==> src/rtl/calc1_pkg.sv <==
// calc1 shared types: command codes, response codes and the request-driver state encoding.
package calc1_pkg;

  typedef enum logic [3:0] {
    CMD_NOP = 4'd0,
    CMD_ADD = 4'd1,
    CMD_SUB = 4'd2,
    CMD_SHL = 4'd5,
    CMD_SHR = 4'd6
  } cmd_e;

  typedef enum logic [1:0] {
    RSP_NONE = 2'd0,
    RSP_OK   = 2'd1,
    RSP_OVF  = 2'd2,
    RSP_INV  = 2'd3
  } rsp_e;

  typedef enum logic [2:0] {
    ST_IDLE      = 3'd0,
    ST_SEND1     = 3'd1,
    ST_SEND2     = 3'd2,
    ST_WAIT_RESP = 3'd3,
    ST_DONE      = 3'd4
  } state_e;

endpackage

==> src/rtl/calc1_req_driver_if.sv <==
// Transaction, calc1 port and result signals of one request driver.
// The master modport is the driver; slave is the environment around it.
interface calc1_req_driver_if #(
  parameter int unsigned LAT_W = 8
);
  logic             txn_valid;
  logic             txn_ready;
  logic [3:0]       txn_cmd;
  logic [31:0]      txn_op1;
  logic [31:0]      txn_op2;
  logic [3:0]       req_cmd_out;
  logic [31:0]      req_data_out;
  logic [1:0]       out_resp;
  logic [31:0]      out_data;
  logic             rsp_valid;
  logic             rsp_ready;
  logic [1:0]       rsp_code;
  logic [31:0]      rsp_data;
  logic [LAT_W-1:0] rsp_latency;
  logic             rsp_timeout;
  logic             spurious_resp;

  modport master (
    input  txn_valid, txn_cmd, txn_op1, txn_op2, out_resp, out_data, rsp_ready,
    output txn_ready, req_cmd_out, req_data_out, rsp_valid, rsp_code, rsp_data,
           rsp_latency, rsp_timeout, spurious_resp
  );

  modport slave (
    output txn_valid, txn_cmd, txn_op1, txn_op2, out_resp, out_data, rsp_ready,
    input  txn_ready, req_cmd_out, req_data_out, rsp_valid, rsp_code, rsp_data,
           rsp_latency, rsp_timeout, spurious_resp
  );
endinterface

==> src/rtl/calc1_lat_ctr.sv <==
// Saturating response-latency counter; the expiry compare exists only with CALC1_REQ_TIMEOUT_EN.
// Expiry can only fire if TIMEOUT_CYCLES <= 2**LAT_W, since the count itself saturates.
module calc1_lat_ctr #(
  parameter int unsigned LAT_W          = 8,
  parameter int unsigned TIMEOUT_CYCLES = 64
) (
  input  logic             c_clk,
  input  logic             reset,
  input  logic             i_clr,
  input  logic             i_inc,
  output logic [LAT_W-1:0] o_count,
  output logic             o_expire
);
  logic [LAT_W-1:0] r_count;

  always_ff @(posedge c_clk) begin
    if (reset || i_clr) begin
      r_count <= '0;
    end else if (i_inc && (r_count != '1)) begin
      r_count <= r_count + LAT_W'(1);
    end
  end

  assign o_count = r_count;

`ifdef CALC1_REQ_TIMEOUT_EN
  // Fires in the last allowed wait cycle, so a response in that same cycle still wins.
  logic [32:0] w_count_plus1;
  assign w_count_plus1 = 33'(r_count) + 33'd1;
  assign o_expire      = i_inc && (w_count_plus1 >= 33'(TIMEOUT_CYCLES));
`else
  logic [31:0] w_unused_timeout;
  assign w_unused_timeout = TIMEOUT_CYCLES;
  assign o_expire         = 1'b0;
`endif

endmodule

==> src/rtl/calc1_req_driver.sv <==
// calc1_req_driver: drives one calc1 request port per transaction and returns code/data/latency.
// Define CALC1_REQ_TIMEOUT_EN to abort WAIT_RESP after TIMEOUT_CYCLES silent cycles.
module calc1_req_driver
  import calc1_pkg::*;
#(
  parameter int unsigned LAT_W          = 8,
  parameter int unsigned TIMEOUT_CYCLES = 64
) (
  input logic                c_clk,
  input logic                reset,
  calc1_req_driver_if.master bus
);
  state_e           r_state;
  state_e           w_state_next;
  logic [31:0]      r_op2;
  logic             r_txn_ready;
  logic [3:0]       r_req_cmd;
  logic [31:0]      r_req_data;
  logic             r_rsp_valid;
  logic [1:0]       r_rsp_code;
  logic [31:0]      r_rsp_data;
  logic [LAT_W-1:0] r_rsp_lat;
  logic             r_spurious;

  logic [3:0]       w_req_cmd_next;
  logic [31:0]      w_req_data_next;
  logic [1:0]       w_rsp_code_next;
  logic [31:0]      w_rsp_data_next;
  logic [LAT_W-1:0] w_rsp_lat_next;
  logic             w_spurious_next;

  logic             w_in_wait;
  logic             w_resp_hit;
  logic             w_expire;
  logic [LAT_W-1:0] w_lat_count;

  assign w_in_wait  = (r_state == ST_WAIT_RESP);
  assign w_resp_hit = w_in_wait && (bus.out_resp != 2'b00);

  calc1_lat_ctr #(
    .LAT_W          (LAT_W),
    .TIMEOUT_CYCLES (TIMEOUT_CYCLES)
  ) u_lat_ctr (
    .c_clk    (c_clk),
    .reset    (reset),
    .i_clr    (r_state == ST_SEND2),
    .i_inc    (w_in_wait),
    .o_count  (w_lat_count),
    .o_expire (w_expire)
  );

`ifdef CALC1_REQ_TIMEOUT_EN
  localparam logic [LAT_W-1:0] LAT_MAX = '1;
  localparam logic [LAT_W-1:0] TO_LAT  =
    (64'(TIMEOUT_CYCLES) > 64'(LAT_MAX)) ? LAT_MAX : LAT_W'(TIMEOUT_CYCLES);
  logic r_rsp_timeout;
  logic w_rsp_timeout_next;
`endif

  // State and output registers; outputs are registered from the next-state view.
  always_ff @(posedge c_clk) begin
    if (reset) begin
      r_state       <= ST_IDLE;
      r_op2         <= '0;
      r_txn_ready   <= 1'b1;
      r_req_cmd     <= '0;
      r_req_data    <= '0;
      r_rsp_valid   <= 1'b0;
      r_rsp_code    <= '0;
      r_rsp_data    <= '0;
      r_rsp_lat     <= '0;
      r_spurious    <= 1'b0;
`ifdef CALC1_REQ_TIMEOUT_EN
      r_rsp_timeout <= 1'b0;
`endif
    end else begin
      r_state       <= w_state_next;
      r_txn_ready   <= (w_state_next == ST_IDLE);
      r_req_cmd     <= w_req_cmd_next;
      r_req_data    <= w_req_data_next;
      r_rsp_valid   <= (w_state_next == ST_DONE);
      r_rsp_code    <= w_rsp_code_next;
      r_rsp_data    <= w_rsp_data_next;
      r_rsp_lat     <= w_rsp_lat_next;
      r_spurious    <= w_spurious_next;
`ifdef CALC1_REQ_TIMEOUT_EN
      r_rsp_timeout <= w_rsp_timeout_next;
`endif
      if ((r_state == ST_IDLE) && bus.txn_valid) begin
        r_op2 <= bus.txn_op2;
      end
    end
  end

  always_comb begin
    w_state_next = r_state;
    unique case (r_state)
      ST_IDLE:      if (bus.txn_valid) w_state_next = ST_SEND1;
      ST_SEND1:     w_state_next = ST_SEND2;
      ST_SEND2:     w_state_next = ST_WAIT_RESP;
      ST_WAIT_RESP: if (w_resp_hit || w_expire) w_state_next = ST_DONE;
      ST_DONE:      if (bus.rsp_ready) w_state_next = ST_IDLE;
      default:      w_state_next = ST_IDLE;
    endcase
  end

  always_comb begin
    w_req_cmd_next     = '0;
    w_req_data_next    = '0;
    w_rsp_code_next    = r_rsp_code;
    w_rsp_data_next    = r_rsp_data;
    w_rsp_lat_next     = r_rsp_lat;
    w_spurious_next    = !w_in_wait && (bus.out_resp != 2'b00);
`ifdef CALC1_REQ_TIMEOUT_EN
    w_rsp_timeout_next = r_rsp_timeout;
`endif
    // SEND1 is only entered from IDLE, so the live transaction inputs are still valid here.
    unique case (w_state_next)
      ST_SEND1: begin
        w_req_cmd_next  = bus.txn_cmd;
        w_req_data_next = bus.txn_op1;
      end
      ST_SEND2: w_req_data_next = r_op2;
      default:  ;
    endcase
    if (w_resp_hit) begin
      w_rsp_code_next    = bus.out_resp;
      w_rsp_data_next    = bus.out_data;
      w_rsp_lat_next     = w_lat_count;
`ifdef CALC1_REQ_TIMEOUT_EN
      w_rsp_timeout_next = 1'b0;
    end else if (w_expire) begin
      w_rsp_code_next    = RSP_NONE;
      w_rsp_data_next    = '0;
      w_rsp_lat_next     = TO_LAT;
      w_rsp_timeout_next = 1'b1;
`endif
    end
  end

  assign bus.txn_ready     = r_txn_ready;
  assign bus.req_cmd_out   = r_req_cmd;
  assign bus.req_data_out  = r_req_data;
  assign bus.rsp_valid     = r_rsp_valid;
  assign bus.rsp_code      = r_rsp_code;
  assign bus.rsp_data      = r_rsp_data;
  assign bus.rsp_latency   = r_rsp_lat;
  assign bus.spurious_resp = r_spurious;
`ifdef CALC1_REQ_TIMEOUT_EN
  assign bus.rsp_timeout   = r_rsp_timeout;
`else
  assign bus.rsp_timeout   = 1'b0;
`endif

endmodule
==> src/flat_wrapper.sv <==
// flat-port wrapper written by rule: the top's interface ports become plain ports
module calc1_req_driver_flat import calc1_pkg::*;
#(
  parameter int unsigned LAT_W          = 8,
  parameter int unsigned TIMEOUT_CYCLES = 64
)
  (c_clk, reset, bus_txn_valid, bus_txn_cmd, bus_txn_op1, bus_txn_op2, bus_out_resp, bus_out_data, bus_rsp_ready, bus_txn_ready, bus_req_cmd_out, bus_req_data_out, bus_rsp_valid, bus_rsp_code, bus_rsp_data, bus_rsp_latency, bus_rsp_timeout, bus_spurious_resp);
  calc1_req_driver_if #(.LAT_W(LAT_W)) bus_i ();
  input logic c_clk;
  input logic reset;
  input wire logic [$bits(bus_i.txn_valid)-1:0] bus_txn_valid;
  input wire logic [$bits(bus_i.txn_cmd)-1:0] bus_txn_cmd;
  input wire logic [$bits(bus_i.txn_op1)-1:0] bus_txn_op1;
  input wire logic [$bits(bus_i.txn_op2)-1:0] bus_txn_op2;
  input wire logic [$bits(bus_i.out_resp)-1:0] bus_out_resp;
  input wire logic [$bits(bus_i.out_data)-1:0] bus_out_data;
  input wire logic [$bits(bus_i.rsp_ready)-1:0] bus_rsp_ready;
  output wire logic [$bits(bus_i.txn_ready)-1:0] bus_txn_ready;
  output wire logic [$bits(bus_i.req_cmd_out)-1:0] bus_req_cmd_out;
  output wire logic [$bits(bus_i.req_data_out)-1:0] bus_req_data_out;
  output wire logic [$bits(bus_i.rsp_valid)-1:0] bus_rsp_valid;
  output wire logic [$bits(bus_i.rsp_code)-1:0] bus_rsp_code;
  output wire logic [$bits(bus_i.rsp_data)-1:0] bus_rsp_data;
  output wire logic [$bits(bus_i.rsp_latency)-1:0] bus_rsp_latency;
  output wire logic [$bits(bus_i.rsp_timeout)-1:0] bus_rsp_timeout;
  output wire logic [$bits(bus_i.spurious_resp)-1:0] bus_spurious_resp;
  assign bus_i.txn_valid = bus_txn_valid;
  assign bus_i.txn_cmd = bus_txn_cmd;
  assign bus_i.txn_op1 = bus_txn_op1;
  assign bus_i.txn_op2 = bus_txn_op2;
  assign bus_i.out_resp = bus_out_resp;
  assign bus_i.out_data = bus_out_data;
  assign bus_i.rsp_ready = bus_rsp_ready;
  assign bus_txn_ready = bus_i.txn_ready;
  assign bus_req_cmd_out = bus_i.req_cmd_out;
  assign bus_req_data_out = bus_i.req_data_out;
  assign bus_rsp_valid = bus_i.rsp_valid;
  assign bus_rsp_code = bus_i.rsp_code;
  assign bus_rsp_data = bus_i.rsp_data;
  assign bus_rsp_latency = bus_i.rsp_latency;
  assign bus_rsp_timeout = bus_i.rsp_timeout;
  assign bus_spurious_resp = bus_i.spurious_resp;
  calc1_req_driver #(.LAT_W(LAT_W), .TIMEOUT_CYCLES(TIMEOUT_CYCLES)) u_core (.c_clk(c_clk), .reset(reset), .bus(bus_i));
endmodule
==> config.mk <==
export PLATFORM = sky130hd
export DESIGN_NAME = calc1_req_driver_flat
export DESIGN_NICKNAME = d
export VERILOG_FILES = /design/src/rtl/calc1_pkg.sv /design/src/rtl/calc1_req_driver_if.sv /design/src/rtl/calc1_lat_ctr.sv /design/src/rtl/calc1_req_driver.sv /design/src/flat_wrapper.sv
export SDC_FILE = /design/constraint.sdc
export NUM_CORES = 1
export LEC_CHECK = 0
export CORE_UTILIZATION = 43
export CTS_BUF_LIST = sky130_fd_sc_hd__clkbuf_8
export DETAILED_ROUTE_END_ITERATION = 6
export PLACE_DENSITY = 0.81
export SYNTH_ARGS = -nofsm -noshare
export SYNTH_HDL_FRONTEND = slang
export SYNTH_SLANG_ARGS = --single-unit
==> constraint.sdc <==
create_clock -name c_clk -period 2.2 [get_ports c_clk]
set_input_delay 0.66 -clock c_clk [delete_from_list [all_inputs] [get_ports c_clk]]
set_output_delay 0.66 -clock c_clk [all_outputs]
set_load 0.05 [all_outputs]
==> impl_metrics.json <==
{
  "rows": 35,
  "min_path_type": "flop to flop",
  "end_kind": "output port",
  "coreArea_sq_mm": 0.00942,
  "htree_levels": 4,
  "routed_wl_microns": 11500,
  "clk_pin_slew_worst_paths_ps": 70,
  "remaining_drc_errors": 0,
  "gp_congestion": 0.837,
  "fin_worst_skew_ps": 14.2,
  "yosys_warnings": 0,
  "status": "finished, final reports clean",
  "clock_path_buffers": 2,
  "cp_num_buf_inv": 1,
  "max_cap_viol_count": 0,
  "rsz0062_at_grt": "no",
  "syn_area_sq_mm": 0.00427,
  "gr-usage-all-layers_pct": 22.3,
  "hold_viol": 0,
  "max-vdd-ir-drop_v": 0.000431,
  "syn_avg_cell_area_sq_um": 8.89,
  "num_io_pins": 188,
  "min_period_over_period_pct": 89.4,
  "fin_setup_tns_ps": 0,
  "vias": 4015,
  "worstPathCellList": "dlygate4sd2_1",
  "synth-edff-count": 0,
  "worst-endpoint-arrival_ps": 1310,
  "ys_seq_area_share_pct": 58.2,
  "die_w_microns": 102,
  "grt_pass1_vias": 3958,
  "dieArea_sq_mm": 0.0103,
  "insertedDiodeCount": 0,
  "nNetsFinal": 768,
  "drt-initial-drc-count": 87,
  "ys_ff_latch": 124,
  "finalWorstPathRequiredPeriod_ps": 1970,
  "p_leak_uw": 0.00297,
  "tightest_slew_ps": 585,
  "cts_tree": "done",
  "dr.pass1.iters": 4,
  "cp-start-kind": "flop",
  "antenna_found_initial": 0,
  "fin_area_sq_mm": 0.00662,
  "powerDensity_mw_per_mm2": 760,
  "cts.sinks": 124,
  "drive_gt1_share_pct": 7.58,
  "port_buffers": 186,
  "synthCells": 480,
  "final_cell_mix": "154 x nand2_1, 124 x dfxtp_1, 104 x clkdlybuf4s50_1",
  "clock_latency_ps": 410,
  "dp_hpwl_microns": 7800,
  "cp.required_ps": 1540,
  "slew_headroom_pct": 60.9,
  "crit_type": "flop to output port",
  "critPathMaxStageDelay_ps": 560,
  "layout_commonest_cell": "nand2_1",
  "syn_to_final_growth_pct": 55.1,
  "grt_pass1_wl_microns": 17900,
  "ant_nets": 0,
  "crit_path_top_delay_cell": "dlygate4sd2_1",
  "fmax_mhz": 508,
  "cts_made_buffers": 17,
  "synth.distinct_cells": 40,
  "crit_family": "buffers and inverters",
  "slew_viol_final": 0,
  "cts-root-buf": "clkbuf_8",
  "ys_async_sr_fraction_pct": 0,
  "die_h_microns": 102,
  "worst-path-max-fanout": 2,
  "ys.flop_type": "dfxtp_1",
  "holdWs_ps": 451,
  "vias_per_cell": 5.01,
  "grt_overflow": 0,
  "initial_core_util_pct": 45.3,
  "setup_viol": 0,
  "avgRoutedWirePerCell_microns": 14.3,
  "grt_max_degree": 46,
  "dpl_cell_area_sq_mm": 0.00628,
  "syn-num-nets": 587,
  "postCtsHoldBufs": 0
}
## worst paths after layout
kind	start	to	slack (ps)	cells past startpoint
setup / recovery	u_core.bus.rsp_data[18]	bus_rsp_data[18]	230	1
hold / removal	u_core.bus.rsp_data[21]	u_core.bus.rsp_data[21]	450	2
setup reg to reg	u_core.r_state[2]	u_core.u_lat_ctr.o_count[4]	400	4
hold reg to reg	u_core.bus.rsp_data[21]	u_core.bus.rsp_data[21]	450	2
## area by class of cell
cell class | count | area [sq um]
Tap cell | 129 | 161
Multi-Input combinational cell | 322 | 1660
Clock inverter | 13 | 126
Clock buffer | 18 | 248
Sequential cell | 124 | 2480
Fill cell | 738 | 2800
Timing Repair Buffer | 196 | 1930
## cell usage after synthesis (2+ instances only)
cell type | number | share of area [%]
nand3b_1 | 2 | 0.35
and4_1 | 2 | 0.41
nand3_1 | 2 | 0.23
nor2_1 | 6 | 0.53
and2_1 | 6 | 0.88
o21ai_0 | 4 | 0.47
nand2_1 | 154 | 14
and3_1 | 2 | 0.29
nor3_1 | 5 | 0.59
dfxtp_1 | 124 | 58
a22o_1 | 32 | 6.6
nor4_1 | 2 | 0.29
nor4b_2 | 2 | 0.70
buf_2 | 11 | 1.3
clkbuf_1 | 20 | 1.8
nand4_1 | 2 | 0.29
a21oi_1 | 81 | 9.5
## logic make-up (layout without fill, tap and decap cells)
logic type                 count (synthesis)  count (layout)  synth area share (%)
and+or+nand+nor                          194             194                  19.9
AOI/OAI and AO/OA                        125             125                  17.9
DFF                                      124             124                  58.2
buffers and inverters                     34             227                  3.43
adders and majority gates                  1               1                 0.293
other                                      1               1                0.0879
xor gates and xnor gates                   1               1                 0.205
## power by group
part           internal, uW  switching (uW)  total [uW]
clock network          1020             863        1880
registers              2350            49.6        2400
logic                   331             421         752
total                  3690            1330        5030
## registers in the layout (all words and copies together), names as in the netlist
name / count
u_core.r_state: 3
u_core.bus.rsp_valid: 1
u_core.u_lat_ctr.o_count: 8
u_core.bus.rsp_latency: 8
u_core.bus.req_cmd_out: 4
u_core.bus.req_data_out: 32
u_core.bus.txn_ready: 1
u_core.bus.rsp_data: 32
u_core.r_op2: 32
u_core.bus.rsp_code: 2
u_core.bus.spurious_resp: 1
## metal layers
metal	up-vias	track usage (%)	share of wire [%]	wire (microns)
met5	-	0	0	0
met4	0	10.9	2.4	273
met3	22	6.63	7.4	844
met2	146	38.9	50	5700
met1	1861	24.8	41	4660
li1	1986	-	-	-
## timing repair
item	CTS	global route
endpoints found under the hold margin	0	0
gates resized for setup	60	16
endpoints found under the setup margin	60	16
setup buffers	0	0
## tightest hold or removal path: cells and delay by family, from the launching register on
| family | cells | cell delay, ps |
|---|---|---|
| AOI/OAI and AO/OA | 1 | 50 |
| DFF | 1 | 310 |
| and+or+nand+nor | 1 | 50 |
## stage by stage
step	total power (uW)	setup WS [ps]	std cells	utilization (%)
global route	5230	180	802	70.3
floorplan	2850	585	480	-
CTS	5060	2.62	802	69.8
global placement	3210	186	771	66.7
finish	5030	233	802	70.3
detailed placement	3220	100	771	66.7
(Power assumes the default switching activity.)
